### config.mk
export PLATFORM = sky130hd
export DESIGN_NAME = prog_ctr
export DESIGN_NICKNAME = d
export VERILOG_FILES = /design/src/rtl/prog_ctr_pkg.sv /design/src/rtl/prog_ctr.sv
export SDC_FILE = /design/constraint.sdc
export NUM_CORES = 1
export LEC_CHECK = 0
export CAP_MARGIN = 20
export CORE_UTILIZATION = 30
export CTS_BUF_LIST = sky130_fd_sc_hd__clkbuf_16
export DETAILED_ROUTE_END_ITERATION = 10
export PLACE_DENSITY_LB_ADDON = 0.05
export SLEW_MARGIN = 40
export SYNTH_ARGS = -nofsm -noshare
export SYNTH_HDL_FRONTEND = slang
export SYNTH_SLANG_ARGS = --single-unit
### constraint.sdc
create_clock -name Clk -period 1.9 [get_ports Clk]
set_clock_uncertainty 0.1 [all_clocks]
set_input_delay 0.38 -clock Clk [delete_from_list [all_inputs] [get_ports Clk]]
set_output_delay 0.38 -clock Clk [all_outputs]
set_load 0.01 [all_outputs]
### src/rtl/prog_ctr_pkg.sv
// Shared constants and state type for the instruction-fetch program counter.
package prog_ctr_pkg;

  localparam int PC_W_DEF       = 10;
  localparam int START_ADDR_DEF = 0;

  typedef enum logic [1:0] {
    IDLE  = 2'd0,
    ARMED = 2'd1,
    RUN   = 2'd2
  } pcState_t;

endpackage

### src/rtl/prog_ctr.sv
// Program counter: waits for a Start pulse, then steps by one per clock or loads a branch target.
// Latency: one cycle from decision edge to ProgCtr/Running. Backpressure: none, advances every clock in RUN.
// Optional macro RELBRANCH_EN adds the flag-conditioned relative branch input BranchRel.
module prog_ctr
  import prog_ctr_pkg::*;
#(
  parameter int PC_W       = PC_W_DEF,
  parameter int START_ADDR = START_ADDR_DEF
) (
  input  logic            Clk,
  input  logic            Reset,
  input  logic            Start,
  input  logic            Branch,
  input  logic            ALU_flag,
`ifdef RELBRANCH_EN
  input  logic            BranchRel,
`endif
  input  logic [PC_W-1:0] Target,
  output logic [PC_W-1:0] ProgCtr,
  output logic            Running
);

  localparam logic [PC_W-1:0] START_PC = PC_W'(START_ADDR);

  pcState_t        state;
  pcState_t        nextState;
  logic [PC_W-1:0] nextPc;
  logic            takeRel;

`ifdef RELBRANCH_EN
  assign takeRel = BranchRel & ALU_flag;
`else
  logic unusedAluFlag;
  assign unusedAluFlag = ALU_flag;
  assign takeRel       = 1'b0;
`endif

  always_ff @(posedge Clk or negedge Reset) begin
    if (!Reset) begin
      state   <= IDLE;
      ProgCtr <= START_PC;
      Running <= 1'b0;
    end else begin
      state   <= nextState;
      ProgCtr <= nextPc;
      Running <= (nextState == RUN);
    end
  end

  // Start always wins; Branch beats the relative branch; plain adds wrap naturally.
  always_comb begin
    nextState = state;
    nextPc    = ProgCtr;
    unique case (state)
      IDLE: begin
        if (Start) begin
          nextState = ARMED;
          nextPc    = START_PC;
        end
      end
      ARMED: begin
        nextPc = START_PC;
        if (!Start) nextState = RUN;
      end
      RUN: begin
        if (Start) begin
          nextState = ARMED;
          nextPc    = START_PC;
        end else if (Branch) begin
          nextPc = Target;
        end else if (takeRel) begin
          nextPc = ProgCtr + Target;
        end else begin
          nextPc = ProgCtr + 1'b1;
        end
      end
      default: begin
        nextState = IDLE;
        nextPc    = START_PC;
      end
    endcase
  end

endmodule

# Yosys cells after proc, flatten, opt, wreduce, memory -nomap -nowiden
# Cells that the tools add are included.
word_totals:
  inputBits: 15
  reg_bits: 13
  elab_cells: 17
  out_inout_bits: 11
op_classes:
  n_addsub: 1
  reduce_logical: 2
  n_mux: 7
  eq_ne: 4
op_table:
  columns: ["operator", "count"]
  rows:
  - ["10-bit two-way mux", 3]
  - ["10-bit case mux with 2 select lines", 1]
  - ["10-bit by 1-bit adder with 10-bit output (second input constant)", 1]
  - ["2-bit equality test (second input constant)", 2]
  - ["2-bit two-way mux", 2]
  - ["2-bit case mux with 2 select lines", 1]
  - ["2-bit by 1-bit equality test with 1-bit output (second input constant)", 1]
  - ["2-bit logical NOT", 1]
  - ["2-bit != test (second input constant)", 1]
  - ["2-bit OR reduction", 1]

# Longest topological paths before layout
# Gate-level depths: netlist (run 1).
depth:
  word_depth: 4
  mapped_depth: 5
  mapped_depth_nobuf: 5

# Worst setup path before layout (run 1)
# OpenSTA, ideal clock, no wires.
synth_timing:
  path_type: "input to register"
  start: "in Branch"
  end: "reg ProgCtr[6]"
  required_ps: 1717
  stages: 5
  n_path_buf: 1
  setup_ps: 83
  setup_slack_ps: 432
  arrival_time_ps: 1285
  cell_sequence: "buf_4 or4b_4 a31oi_1 o21ai_1 o21ai_0"
synth_via:
  elab_chain_cells: 3
synth_rtl:
  columns: ["item", "line", "source"]
  rows:
  - ["start, declared", "prog_ctr.sv:13", "input logic Branch,"]
  - ["10-bit two-way mux", "prog_ctr.sv:69", "end else if (Branch) begin"]
  - ["10-bit two-way mux", "prog_ctr.sv:66", "if (Start) begin"]
  - ["10-bit case mux with 2 select lines", "prog_ctr.sv:54", "unique case (state)"]
  - ["end signal, assigned", "prog_ctr.sv:45", "ProgCtr <= nextPc;"]
  - ["end, declared", "prog_ctr.sv:19", "output logic [PC_W-1:0] ProgCtr,"]
# Every way passes these cells.
# A chain may end at the register's enable or synchronous reset.

# Worst setup path in the final report (run 1)
layout_timing:
  start: "reg ProgCtr[5]"
  end: "out ProgCtr[5]"
# No word-level cell between the ends.

==> results of run 1 <==
per-stage QoR:
step / util [%] / hold slack, ns / power [mW]
after global routing: 49.4 / 0.397 / 0.866
after CTS: 49.4 / 0.358 / 0.839
after floorplan: - / -0.0156 / 0.358
final: 49.4 / 0.350 / 0.830
after global placement: 45.9 / 0.406 / 0.433
after detailed placement: 45.9 / 0.424 / 0.433
power breakdown:
| part | switching [mW] | internal [mW] | total, mW |
|---|---|---|---|
| Clock | 0.122 | 0.280 | 0.403 |
| Sequential | 0.0174 | 0.291 | 0.309 |
| Combinational | 0.0505 | 0.0682 | 0.119 |
cell type report:
type | count | area share [%]
Tap cell | 28 | 3.14
Multi-Input combinational cell | 67 | 33.6
Inverter | 4 | 1.35
Clock inverter | 1 | 0.449
Timing Repair Buffer | 30 | 25.6
Sequential cell | 13 | 29.2
Clock buffer | 3 | 6.73
Yosys cell counts:
| master | instances | area share [%] |
|---|---|---|
| o21ai_0 | 16 | 11 |
| o2bb2ai_1 | 4 | 4.8 |
| nor3b_1 | 2 | 2.1 |
| nor2_1 | 7 | 3.6 |
| buf_2 | 1 | 0.69 |
| nor3_1 | 5 | 3.4 |
| mux2i_1 | 1 | 1.4 |
| o21ai_1 | 1 | 0.69 |
| nand4_1 | 1 | 0.86 |
| nand2_1 | 8 | 4.1 |
| or4b_4 | 1 | 1.9 |
| nand3_1 | 3 | 2.1 |
| nor2b_1 | 1 | 0.86 |
| buf_4 | 1 | 1.0 |
| ha_1 | 1 | 1.7 |
| and3_1 | 1 | 0.86 |
| xnor2_1 | 1 | 1.2 |
| a21oi_1 | 8 | 5.5 |
| inv_1 | 4 | 2.1 |
| a31oi_1 | 1 | 0.86 |
| dfrtp_1 | 13 | 45 |
| or3_1 | 1 | 0.86 |
| nor4_1 | 3 | 2.6 |
| a21boi_0 | 1 | 1.0 |
cells by family after synthesis:
family | share of synthesized area, %
XOR/XNOR | 1.21
adder cells (fa/ha/maj) | 1.72
buffers and inverters | 3.79
multiplexers | 1.38
flip-flops | 44.8
AND/OR/NAND/NOR | 23.2
AO/OA/AOI/OAI | 23.9
per-layer routing:
metal / wire [microns] / share of wire (%) / vias to the layer above / global-route usage [%]
li1: - / - / 383 / -
met5: 0 / 0 / - / 0
met3: 92 / 5.0 / 0 / 6.55
met4: 0 / 0 / 0 / 2.70
met2: 825 / 45 / 13 / 24.6
met1: 925 / 50 / 347 / 20.1
placed cells by master (no fill, tap or decap):
cell / count
nand4_1: 1
clkinv_2: 1
o21ai_0: 16
nand2_1: 8
o2bb2ai_1: 4
dfrtp_1: 13
or4b_4: 1
xnor2_1: 1
buf_4: 6
mux2i_1: 1
nor3b_1: 2
nor2b_1: 1
o21ai_1: 1
clkdlybuf4s50_1: 24
nor3_1: 5
a31oi_1: 1
a21boi_0: 1
nand3_1: 3
nor4_1: 3
and3_1: 1
a21oi_1: 8
nor2_1: 7
clkbuf_16: 3
or3_1: 1
ha_1: 1
inv_1: 4
state kept, by name, indices dropped and copies added, names as in the netlist:
signal	cells
Running	1
ProgCtr	10
state	2
worst paths after layout:
kind                             from          to  depth (start not counted)
setup / recovery           ProgCtr[5]  ProgCtr[5]                          1
hold / removal                  Reset  ProgCtr[7]                          2
setup reg to reg           ProgCtr[2]  ProgCtr[9]                          4
hold reg to reg            ProgCtr[9]  ProgCtr[9]                          1
max in group asynchronous       Reset  ProgCtr[1]                          2
min in group Clk           ProgCtr[9]  ProgCtr[9]                          1
==> metrics.yaml, run 1 <==
status:
  status: "finished clean"
sta:
  fin_tns_setup_ns: 0
  hold_viol: 0
  setup_viol: 0
  layout_setup_ws_ns: 0.128
  clock.fmax_mhz: 564
  post-route-min-period_ns: 1.77
  tightest_slew_ns: 0.384
  relSlewSlack_pct: 74.2
  rsz0062_at_grt: "false"
  period_share_pct: 93.3
  slew_viol_final: 0
clocking:
  tritoncts: "built"
  clockBufferDepth: 2
  cts_resized: 0
  clock-sinks: 13
  h-tree-depth: 1
  cts.clk_slew.worst_paths_ns: 0.05
  clock-root-buffer: "clkbuf_16"
  cts_buffers: 3
  hold_buffers: 0
  post_cts_buffers: 0
  clk_latency_ns: 0.24
placement:
  gp_congestion: 0.820
  post-place-ws_ns: -0.0439
  dp_hpwl_microns: 1360
  place_area_sq_mm: 0.00103
  io_buffers: 24
  placedCellCount: 142
setup_path:
  cp.arrival_ns: 1.29
  slowest_delay_ns: 0.58
  cpMaxStageDelayCell: "clkdlybuf4s50_1"
  crit_type: "reg -> out"
  crit_buf_inv: 1
  worstPathRequired_ns: 1.42
  r2r_setup_slack_ns: 0.31
  path_cells: "clkdlybuf4s50_1"
  cp-end-kind: "primary output"
  crit_fanout: 8
  critPathTopFamily: "buffers and inverters"
  worstSetupStartpointType: "flop"
detailed_routing:
  routed_wl_microns: 1840
  drt_iter0_drc: 13
  dr.pass1.iters: 3
  via_count: 743
  drc: 0
  detail_route.wl_per_cell_microns: 12.6
  ant_nets: 0
  avgViaCountPerCell: 5.09
final_layout:
  fin_area_sq_mm: 0.00111
  diodes: 0
  fillCellCount: 250
  fin_nets: 135
  layout-drive-gt1-share_pct: 9.32
  multi_input_area_sq_um: 374
  syn_to_final_growth_pct: 53.4
  fin_cells: 146
  seq_area_sq_um: 325
power:
  p_leak_nw: 0.438
  power_density_mw_per_mm2: 745
  vdd_drop_max_mv: 0.683
synth:
  synth_cell_types: 24
  syn_inst: 86
  yosys_warnings: 0
  ys_ff_latch: 13
  syn_nets: 102
  avgSynthCellArea_sq_um: 8.45
  synth_seq_area_share_pct: 44.8
  syn_area_sq_um: 727
die:
  rows: 17
  core_sq_mm: 0.00225
  start_util_pct: 32.2
  die_h_microns: 51.2
  die_area_sq_mm: 0.00262
  fp.dieW_microns: 51.2
  ios: 26
grt:
  grt_start_max_net_pins: 14
  grt_antenna_before_repair: 0
  first_global_vias: 654
  overflow: 0
  grt_pass1_wl_microns: 3000
  track_usage_pct: 15.6
worst_hold_path:
  hp-class: "in -> async"
job:
  cap_violations: 0
Note: power is estimated with default switching activity, not from simulation.
==> run 2: changes to the inputs <==
- PLACE_DENSITY: not set -> 0.67
- PLACE_DENSITY_LB_ADDON: 0.05 -> not set
- SETUP_SLACK_MARGIN: not set -> 0.4
==> run 2 against run 1 <==
Cell count grew 3.4%. Critical path type unchanged. First-iteration DRC count fell by 38%. Sequential cell count unchanged.
==> metrics.yaml, run 2 (synthesis results as in run 1) <==
clocking:
  clockBufferDepth: 2  # unchanged
  cts_buffers: 3  # unchanged
  tritoncts: "built"
  clock-root-buffer: "clkbuf_16"
  clock-sinks: 13  # unchanged
  cts.clk_slew.worst_paths_ns: 0.04  # about the same
  clk_latency_ns: 0.24  # about the same
  h-tree-depth: 1  # unchanged
  hold_buffers: 0  # unchanged
power:
  vdd_drop_max_mv: 0.371  # -46%
  p_leak_nw: 0.511  # +17%
  power_density_mw_per_mm2: 710  # -4.6%
final_layout:
  largest_reg_flops: 10  # unchanged
  top_register: "ProgCtr"
  syn_to_final_growth_pct: 60.1
  most-common-layout-cells: "14 x o21ai_0, 13 x dlygate4sd2_1, 11 x clkdlybuf4s50_1, 11 x buf_4, 9 x dfrtp_1"
  final_common_cell: "o21ai_0"
  diodes: 0  # unchanged
  top_regs: "ProgCtr: 10 flops, state: 2 flops, Running: 1 flops"
  fin_nets: 140  # +3.7%
  layout-drive-gt1-share_pct: 19.5  # +10 points
  fin_cells: 151  # +3.4%
die:
  ios: 26  # unchanged
  start_util_pct: 32.2  # unchanged
  die_area_sq_mm: 0.00262  # unchanged
  rows: 17  # unchanged
  core_sq_mm: 0.00225  # unchanged
  fp.dieW_microns: 51.2  # unchanged
  die_h_microns: 51.2  # unchanged
setup_path:
  cp-end-kind: "primary output"
  worstPathRequired_ns: 1.42  # about the same
  cpMaxStageDelayCell: "dfrtp_2"
  worstSetupStartpointType: "flop"
  crit_type: "reg -> out"
  crit_fanout: 8  # unchanged
  slowest_delay_ns: 0.45  # -0.13 ns
  crit_buf_inv: 1  # unchanged
  path_cells: "dlygate4sd2_1"
  critPathTopFamily: "flip-flops"
  cp.arrival_ns: 0.99  # -0.30 ns
sta:
  layout_setup_ws_ns: 0.428  # +0.301 ns
  timing.hold.ws_ns: 0.411  # +0.0615 ns
  clock.fmax_mhz: 680  # +20%
  hold_viol: 0  # unchanged
  rsz0062_at_grt: "true"
  relSlewSlack_pct: 60.2  # -14 points
  setup_viol: 0  # unchanged
  post-route-min-period_ns: 1.47  # -0.301 ns
  slew_viol_final: 0  # unchanged
  period_share_pct: 77.4  # -16 points
  tightest_slew_ns: 0.596  # +0.212 ns
placement:
  io_buffers: 24  # unchanged
  placedCellCount: 141  # -0.70%
  post-place-ws_ns: -0.0515  # -0.00754 ns
  gp_congestion: 0.832  # +1.5%
  dp_hpwl_microns: 1360  # about the same
detailed_routing:
  routed_wl_microns: 2000  # +8.5%
  drt_iter0_drc: 8  # -5
  detail_route.wl_per_cell_microns: 13.2  # +4.9%
  avgViaCountPerCell: 5.14  # +0.98%
  dr.pass1.iters: 4  # +1
  ant_nets: 0  # unchanged
  drc: 0  # unchanged
  via_count: 776  # +4.4%
grt:
  grt_pass1_wl_microns: 3090  # +3.0%
  grt_antenna_before_repair: 0  # unchanged
  track_usage_pct: 16.2  # +0.55 points
  grt_start_max_net_pins: 18  # +4
  first_global_vias: 708  # +8.3%
  overflow: 0  # unchanged
worst_hold_path:
  hp-class: "reg -> reg"
status:
  status: "finished clean"
job:
  cap_violations: 0  # unchanged
-- run 2: cell types whose count changed in the layout (fill, tap and decap cells not counted), sizes merged --
cell | before | now
dlygate4sd2 | 0 | 13
clkdlybuf4s50 | 24 | 11
buf | 6 | 11
inv | 4 | 5
clkinv | 1 | 0
-- run 2: area by class of cell --
class	count	area (sq um)
fill	222	1090
multi-input combinational	67	398
inverter	4	15.0
timing repair buffer	35	307
tap	28	35.0
clock buffer	3	75.1
clock inverter	1	3.75
sequential	13	330
-- run 2: metrics by stage --
step | util, % | area [sq um] | setup TNS (ns) | power [mW]
after floorplan | - | 727 | 0 | 0.358
after global placement | 45.6 | 1030 | -0.145 | 0.427
after detailed placement | 45.6 | 1030 | -0.202 | 0.430
after CTS | 49.7 | 1120 | 0 | 0.822
after global routing | 51.6 | 1160 | 0 | 0.861
final | 51.6 | 1160 | 0 | 0.827
-- run 2: worst paths after layout --
check / cells after the start / slack [ns] / startpoint / to
min in group asynchronous: 1 / 0.42 / Reset / ProgCtr[8]
hold / removal: 1 / 0.41 / ProgCtr[9] / ProgCtr[9]
hold reg to reg: 1 / 0.41 / ProgCtr[9] / ProgCtr[9]
setup / recovery: 1 / 0.43 / ProgCtr[5] / ProgCtr[5]
setup reg to reg: 4 / 0.45 / state[0] / ProgCtr[6]
max in group asynchronous: 1 / 0.86 / Reset / state[1]
-- run 2: power by group --
part / switching (mW) / total, mW / internal, mW
combinational: 0.0562 / 0.122 / 0.0658
clock: 0.119 / 0.397 / 0.278
sequential: 0.0150 / 0.308 / 0.293
-- run 2: timing repair --
| item | CTS | global route |
|---|---|---|
| endpoints found under the setup margin | 19 | 9 |
| pin swaps | 2 | 0 |
| gates resized for setup | 17 | 7 |
| setup buffers | 3 | 3 |
-- run 2: per-layer routing --
layer	share of wire, %	vias up	global-route usage [%]	wire length [microns]
met5	0	-	0	0
met4	1.1	0	8.56	21
met3	6.5	4	4.76	129
met2	52	24	28.9	1030
met1	41	356	16.8	817
li1	-	392	-	-
==> run 3: changes to the inputs <==
- PLACE_DENSITY: 0.67 -> 0.7
- clock period: 1.9 -> 1.2 ns (I/O delays scaled with it)
==> run 3 against run 2 <==
The flow now finishes with violations (setup timing). Routed wire length grew 17%. Global-route usage is 3.4 points higher. Register-to-register slack worse by 0.70 ns. Combinational power rose by 150%. First-iteration DRC count grew 110%. Largest power group unchanged.
==> metrics.yaml, run 3 (synthesis results as in run 1) <==
sta:
  rsz0062_at_grt: "true"
  clock.fmax_mhz: 689
  post-route-min-period_ns: 1.45
  layout_setup_ws_ns: -0.251  # -0.679 ns
  hold_viol: 0  # unchanged
  slew_viol_final: 0  # unchanged
  tightest_slew_ns: 0.312  # -0.283 ns
  relSlewSlack_pct: 79.0  # +19 points
  period_share_pct: 121
  setup_viol: 10  # +10
grt:
  grt_pass1_wl_microns: 3760  # +22%
  grt_start_max_net_pins: 14  # -4
  first_global_vias: 818  # +16%
  grt_antenna_before_repair: 0  # unchanged
  track_usage_pct: 19.6  # +3.4 points
  overflow: 0  # unchanged
setup_path:
  cpMostUsedCell: "o21ai_0"
  cpMaxStageDelayCell: "or4b_4"
  worstPathRequired_ns: 1.26  # -0.16 ns
  worstSetupStartpointType: "flop"
  cp-end-kind: "flop"
  slowest_delay_ns: 0.53  # +0.08 ns
  cp.arrival_ns: 1.51  # +0.52 ns
  crit_type: "reg -> reg"
  crit_buf_inv: 0  # -1
  critPathTopFamily: "simple AND/OR/NAND/NOR gates"
  path_cells: "or4b_4 > o21ai_0 > nand2_1 > o21ai_0"
  crit_fanout: 5  # -3
detailed_routing:
  routed_wl_microns: 2340  # +17%
  drc: 0  # unchanged
  detail_route.wl_per_cell_microns: 14.0  # +5.6%
  dr.pass1.iters: 4  # unchanged
  via_count: 884  # +14%
  drt_iter0_drc: 17  # +9
  avgViaCountPerCell: 5.29  # +3.0%
  ant_nets: 0  # unchanged
final_layout:
  final_util_pct: 61.5  # +9.9 points
  top_register: "ProgCtr"
  fin_nets: 156  # +11%
  fillCellCount: 189  # -15%
  syn_to_final_growth_pct: 90.7
  fin_cells: 167  # +11%
  layout-drive-gt1-share_pct: 43.9  # +24 points
  diodes: 0  # unchanged
  final_common_cell: "buf_4"
  top_regs: "ProgCtr: 10 flops, state: 2 flops, Running: 1 flops"
  largest_reg_flops: 10  # unchanged
  most-common-layout-cells: "22 x buf_4, 11 x clkdlybuf4s50_1, 10 x buf_6"
power:
  p_total_mw: 1.42  # +72%
  p_leak_nw: 0.603  # +18%
  power_density_mw_per_mm2: 1020  # +44%
  vdd_drop_max_mv: 0.677  # +82%
die:
  die_h_microns: 51.2  # unchanged
  start_util_pct: 32.2  # unchanged
  die_area_sq_mm: 0.00262  # unchanged
  ios: 26  # unchanged
  rows: 17  # unchanged
  fp.dieW_microns: 51.2  # unchanged
  core_sq_mm: 0.00225  # unchanged
job:
  cap_violations: 0  # unchanged
placement:
  dp_hpwl_microns: 1600  # +18%
  post-place-ws_ns: -0.612  # -0.560 ns
  gp_congestion: 0.859  # +3.2%
  placedCellCount: 159  # +13%
  io_buffers: 24  # unchanged
clocking:
  clock-root-buffer: "clkbuf_16"
  clk_latency_ns: 0.24  # about the same
  cts.clk_slew.worst_paths_ns: 0.05  # about the same
  cts_buffers: 3  # unchanged
  clock-sinks: 13  # unchanged
  hold_buffers: 0  # unchanged
  tritoncts: "built"
  clockBufferDepth: 2  # unchanged
  h-tree-depth: 1  # unchanged
status:
  status: "finished, violations left"
  violations: "setup timing"
worst_hold_path:
  hp-class: "in -> async"
run 3: cell count changes in the layout (fill, tap and decap cells not counted), sizes merged:
| cell | previous run | this run |
|---|---|---|
| buf | 11 | 38 |
| dlygate4sd2 | 13 | 2 |
run 3: area by class of cell:
cell class | instances | area [sq um] | area share [%]
clock buffer | 3 | 75.1 | 5.42
timing repair buffer | 51 | 445 | 32.1
multi-input combinational | 67 | 480 | 34.7
inverter | 4 | 15.0 | 1.08
tap | 28 | 35.0 | 2.53
clock inverter | 1 | 3.75 | 0.271
sequential | 13 | 332 | 23.9
run 3: per-stage QoR:
step / area, sq um / hold slack, ns / setup TNS, ns
after CTS: 1310 / 0.222 / -1.31
after floorplan: 762 / -0.156 / -1.09
final: 1390 / 0.211 / -1.78
after global placement: 1200 / 0.446 / -5.52
after global routing: 1390 / 0.224 / -2.43
after detailed placement: 1200 / 0.449 / -5.84
run 3: path summary, 6_finish.rpt:
kind	endpoint	depth (start not counted)	slack [ns]	from
min	ProgCtr[8]	2	0.21	Reset
max reg2reg	ProgCtr[4]	4	-0.25	state[0]
max	ProgCtr[4]	4	-0.25	state[0]
max in group asynchronous	ProgCtr[1]	2	0.61	Reset
min in group Clk	Running	3	0.41	Start
min reg2reg	ProgCtr[1]	2	0.46	ProgCtr[1]
run 3: power breakdown:
group / leakage, nW / switching (mW) / total [mW] / internal [mW]
Clock: 0.0423 / 0.193 / 0.633 / 0.440
Combinational: 0.392 / 0.130 / 0.304 / 0.174
Sequential: 0.168 / 0.0189 / 0.481 / 0.462
run 3: layer usage:
layer / up-vias / wire length (microns) / track usage [%]
met3: 4 / 149 / 5.65
met1: 423 / 960 / 25.3
met4: 0 / 23 / 6.76
met2: 33 / 1200 / 31.1
met5: - / 0 / 0
li1: 424 / - / -
run 3: timing repair:
item	CTS	global route
setup buffers	3	1
pin swaps	4	4
resized for setup	65	14
gates cloned	0	0
endpoints found under the setup margin	24	24
run 3: worst reg2reg max path: cells and delay by family, from the launching register on:
kind             cells  cell delay (ns)
AO/OA/AOI/OAI        2             0.28
flip-flops           1             0.39
AND/OR/NAND/NOR      2             0.61
